<file path="src/rtl/onehot_to_bin_enc.sv">
// One-hot decimal to binary encoder with a single registered valid/ready stage.
// Multi-hot inputs are either flagged as errors (strict) or resolved to the highest line (priority).
module onehot_to_bin_enc #(
    parameter int N_IN     = 7,
    parameter int OUT_W    = $clog2(N_IN + 1),
    parameter bit PRIORITY = 1'b0,
    parameter int CNT_W    = 8
) (
    input  logic             i_clk,
    input  logic             i_rst,
    input  logic             i_valid,
    output logic             o_ready,
    input  logic [N_IN-1:0]  i_dec,
    output logic             o_valid,
    input  logic             i_ready,
    output logic [OUT_W-1:0] o_bin,
    output logic             o_err,
    output logic [CNT_W-1:0] o_err_cnt,
    input  logic             i_clr_cnt
);

    typedef struct packed {
        logic [OUT_W-1:0] code;
        logic             err;
    } enc_t;

    localparam logic [CNT_W-1:0] CNT_MAX = {CNT_W{1'b1}};

    // Line k maps to code k+1; the ascending scan leaves the highest set line in hi.
    function automatic enc_t encode(input logic [N_IN-1:0] dec);
        enc_t             res;
        logic             seen;
        logic             multi;
        logic [OUT_W-1:0] hi;
        seen  = 1'b0;
        multi = 1'b0;
        hi    = {OUT_W{1'b0}};
        for (int k = 0; k < N_IN; k++) begin
            hi    = dec[k] ? OUT_W'(k + 1) : hi;
            multi = multi | (seen & dec[k]);
            seen  = seen | dec[k];
        end
        if (multi && (PRIORITY == 1'b0)) begin
            res.code = {OUT_W{1'b0}};
            res.err  = 1'b1;
        end else begin
            res.code = hi;
            res.err  = 1'b0;
        end
        return res;
    endfunction

    enc_t             enc_s;
    logic             accept_s;
    logic             valid_r;
    logic [OUT_W-1:0] bin_r;
    logic             err_r;
    logic [CNT_W-1:0] cnt_r;

    // Encode the incoming lines and decide whether this cycle transfers a word.
    always_comb begin
        enc_s    = encode(i_dec);
        accept_s = i_valid && o_ready;
    end

    // The stage may take a new word whenever it is empty or being drained.
    assign o_ready = !valid_r || i_ready;

    // Output stage: load on accept, drop valid once drained with nothing new behind it.
    always_ff @(posedge i_clk) begin
        if (i_rst) begin
            valid_r <= 1'b0;
            bin_r   <= {OUT_W{1'b0}};
            err_r   <= 1'b0;
        end else if (accept_s) begin
            valid_r <= 1'b1;
            bin_r   <= enc_s.code;
            err_r   <= enc_s.err;
        end else if (i_ready) begin
            valid_r <= 1'b0;
            bin_r   <= bin_r;
            err_r   <= err_r;
        end else begin
            valid_r <= valid_r;
            bin_r   <= bin_r;
            err_r   <= err_r;
        end
    end

    // Saturating illegal-input counter; a clear wins over a same-cycle increment.
    always_ff @(posedge i_clk) begin
        if (i_rst) begin
            cnt_r <= {CNT_W{1'b0}};
        end else if (i_clr_cnt) begin
            cnt_r <= {CNT_W{1'b0}};
        end else if (accept_s && enc_s.err && (cnt_r != CNT_MAX)) begin
            cnt_r <= cnt_r + CNT_W'(1);
        end else begin
            cnt_r <= cnt_r;
        end
    end

    assign o_valid   = valid_r;
    assign o_bin     = bin_r;
    assign o_err     = err_r;
    assign o_err_cnt = cnt_r;

endmodule

</file>
<file path="config.mk">
export PLATFORM = sky130hd
export DESIGN_NAME = onehot_to_bin_enc
export DESIGN_NICKNAME = d
export VERILOG_FILES = /design/src/rtl/onehot_to_bin_enc.sv
export SDC_FILE = /design/constraint.sdc
export NUM_CORES = 1
export LEC_CHECK = 0
export CAP_MARGIN = 20
export CORE_MARGIN = 10
export CORE_UTILIZATION = 30
export DETAILED_ROUTE_END_ITERATION = 12
export DONT_BUFFER_PORTS = 1
export GPL_ROUTABILITY_DRIVEN = 0
export PLACE_DENSITY = 0.54
export SLEW_MARGIN = 20
export SYNTH_ARGS = -nofsm -noshare
export SYNTH_HDL_FRONTEND = slang
export SYNTH_SLANG_ARGS = --single-unit
</file>
<file path="constraint.sdc">
create_clock -name i_clk -period 5.2 [get_ports i_clk]
set_clock_uncertainty 0.05 [all_clocks]
set_input_delay 0.52 -clock i_clk [delete_from_list [all_inputs] [get_ports i_clk]]
set_output_delay 0.52 -clock i_clk [all_outputs]
set_load 0.02 [all_outputs]
</file>
==> summary.md <==
| Metric | Value |
|---|---|
| Maximum clock insertion buffer count | `2` |
| Worst-path cell chain | `ha_1, nand2_1, o311ai_0, a21oi_2, a31o_2` |
| Top FF cell, synth | `dfxtp_1` |
| Hold crit path type | `in2reg` |
| Drt wl/cell | `15.84 um` |
| Slew @ Worst Pin | `around 0.57 ns` |
| CORE AREA | `2255 sq um` |
| Ys async rst share | `0` |
| Hold Violations, Final | `0` |
| Cts repair resizes | `0` |
| Yosys top cell by area | `dfxtp_1` |
| CP Data Arrival Time | `2.19 ns` |
| Crit path time final | `just over 2 ns` |
| H-tree Lvls | `1` |
| CTS tree | `done` |
| Met2 WL | `864 um` |
| I/O pin count | `26` |
| Die X | `68.93 um` |
| Root buf cell | `clkbuf_4` |
| Highest Signal Layer | `met4` |
| PwrDens | `roughly 240 nW/um^2` |
| EDFF count, synth | `0` |
| Status | `finished clean` |
| Final wirelength | `about 1800 um` |
| Die Area | `4751 sq um` |
| Final setup violating endpoints | `0` |
| GRT Resource Usage Total | `0.07543` |
| Syn Nets | `roughly 100` |
| Synth cell types | `32` |
| Post-DP HPWL | `about 1400 um` |
| Worst-Skew Late Latency | `~0.27 ns` |
| Row count | `17` |
| Switching share of power | `0.2594` |
| Area growth from synthesis to layout | `8.014%` |
| Total power | `0.1880 mW` |
| Final nets | `~100` |
| Pin count of the biggest net entering global routing | `10` |
| YS warnings | `0` |
| Setup bufs post-CTS | `0` |
| Share of layout cells above drive strength 1 | `0.1591` |
| CP max FO | `8` |
| Cts bufs inserted | `3` |
| Max incr delay on CP | `0.57 ns` |
| Crit Path Category | `reg2reg` |
| Clock Pin Slew Worst Setup and Hold Paths | `approximately 0.08 ns` |
| # port buffers | `0` |
| Area contributors post-synth | `dfxtp_1 (36%), a21oi_1 (7.0%), nor2_1 (6.8%)` |
| Gate Count Post-Synth | `85` |
| Synth top cells by count | `dfxtp_1 (13), nor2_1 (13), a21oi_1 (10)` |
| Vias in the first global route | `589` |
| Initial antenna violation count | `0` |
| Die Y-Extent | `68.93 um` |
| Synth Register Bits | `13` |
| P_int | `~0.14 mW` |
| # Max-Cap Violations | `0` |
| Fin area | `around 780 sq um` |
| Final ANT Viol Nets | `0` |
| Initial DRC count | `30` |
| Worst Path Required | `5.32 ns` |
| Sequential-to-total area share from yosys stat | `0.3624` |
| Relative slew slack | `0.6119` |
| Max Slew Vio Count | `0` |
| Leak | `0.2899 nW` |
| WL met3 | `~260 um` |
| Detailed Routing Iterations Pass 1 | `4` |
| Post-DP Area | `749.5 sq um` |
| Slowest cell on the critical path | `o311ai_0` |
| Antenna diode count | `0` |
| Via count | `about 650` |
| Setup TNS | `0 ns` |
| Logic pwr share | `0.109` |
| Startpoint types | `flop` |
| Crit. End Element | `flop` |
| Clock power share | `0.331` |
| Max IR drop VDD | `0.0001082 V` |
| Hold WS | `roughly 0.25 ns` |
| Sequential share of power | `0.560` |
| Synth top area share | `0.3624` |
| Tcrit/Tclk final | `0.3990` |
| Clock Sinks | `13` |
| RSZ-0062 raised after global routing | `false` |
| Met1 WL | `700 um` |
| Syn Std Cell Area | `around 720 sq um` |
| First-pass GRT wire length | `2732 um` |
| GRT Residual Overflow | `0` |
| Hold-fix buffers, CTS | `0` |
| Fmax achieved | `481.9 MHz` |
| Net load switching power | `just under 0.05 mW` |
| Drt via density | `5.578` |
| Starting density of the core | `0.3185` |
| Mean post-synth cell area | `about 8.4 sq um` |
| DRC errors left | `0` |
## cell type report
type | instances | area (sq um)
fill | 267 | 1479
multi-input combinational | 67 | 439.2
sequential | 13 | 260.3
tap | 28 | 35.03
clock buffer | 4 | 26.28
inverter | 4 | 15.01
## per-stage QoR
step	util	setup WS [ns]	std cells
after floorplan	-	3.361	85
after global placement	0.3324	3.237	112
after detailed placement	0.3324	3.118	112
after CTS	0.3441	3.103	116
after global routing	0.3441	2.905	116
final	0.3441	3.125	116
## flip-flops by register name, summed over array words and instances (netlist names)
register   cells
o_bin          3
o_err          1
o_err_cnt      8
o_valid        1
## cell families after synthesis
kind of cell               Yosys count  synth area share
and+or+nand+nor                     32            0.2160
AOI/OAI and AO/OA                   28            0.2979
DFF                                 13            0.3624
buffers and inverters                5           0.02612
xor gates and xnor gates             3           0.03659
muxes                                2           0.02788
adders and majority gates            2           0.03310
## placed cells by master (no fill, tap or decap), types with 2 or more instances in the layout
cell type   n
a21oi_1    10
a31o_2      4
and3_1      2
clkbuf_4    3
dfxtp_1    13
inv_1       4
mux2i_1     2
nand2_1     8
nand3_1     2
nor2_1     13
o21ai_0     2
o41ai_1     2
xnor2_1     3
## per-layer routing
layer | vias to the layer above | GRT usage
met5 | - | 0
met4 | 0 | 0.02217
met3 | 2 | 0.05475
met2 | 24 | 0.1210
met1 | 299 | 0.07650
li1 | 322 | -
## critical path: cells and delay by family (launching register included)
| family | cells | cell delay (ns) |
|---|---|---|
| AO/OA/AOI/OAI | 3 | 1.03 |
| adder cells (fa/ha/maj) | 1 | 0.29 |
| flip-flops | 1 | 0.51 |
| AND/OR/NAND/NOR | 1 | 0.10 |
## path summary, 6_finish.rpt
check / startpoint / endpoint / slack, ns / depth (start not counted)
worst max-delay path: o_err_cnt[0] / o_err_cnt[2] / 3.13 / 5
worst min-delay path: i_rst / o_bin[2] / 0.25 / 1
worst max register to register: o_err_cnt[0] / o_err_cnt[2] / 3.13 / 5
worst min register to register: o_bin[2] / o_bin[2] / 0.51 / 2
## power by group through the flow
stage | logic (mW) | registers, mW | clock network (mW)
3_5_place_dp | 0.0203 | 0.108 | 0
6_report | 0.0205 | 0.105 | 0.0622
5_1_grt | 0.0225 | 0.106 | 0.0711
3_3_place_gp | 0.0201 | 0.108 | 0
2_1_floorplan | 0.0175 | 0.107 | 0
4_1_cts | 0.0205 | 0.106 | 0.0652
No activity file was read; power rests on OpenSTA's default activity.
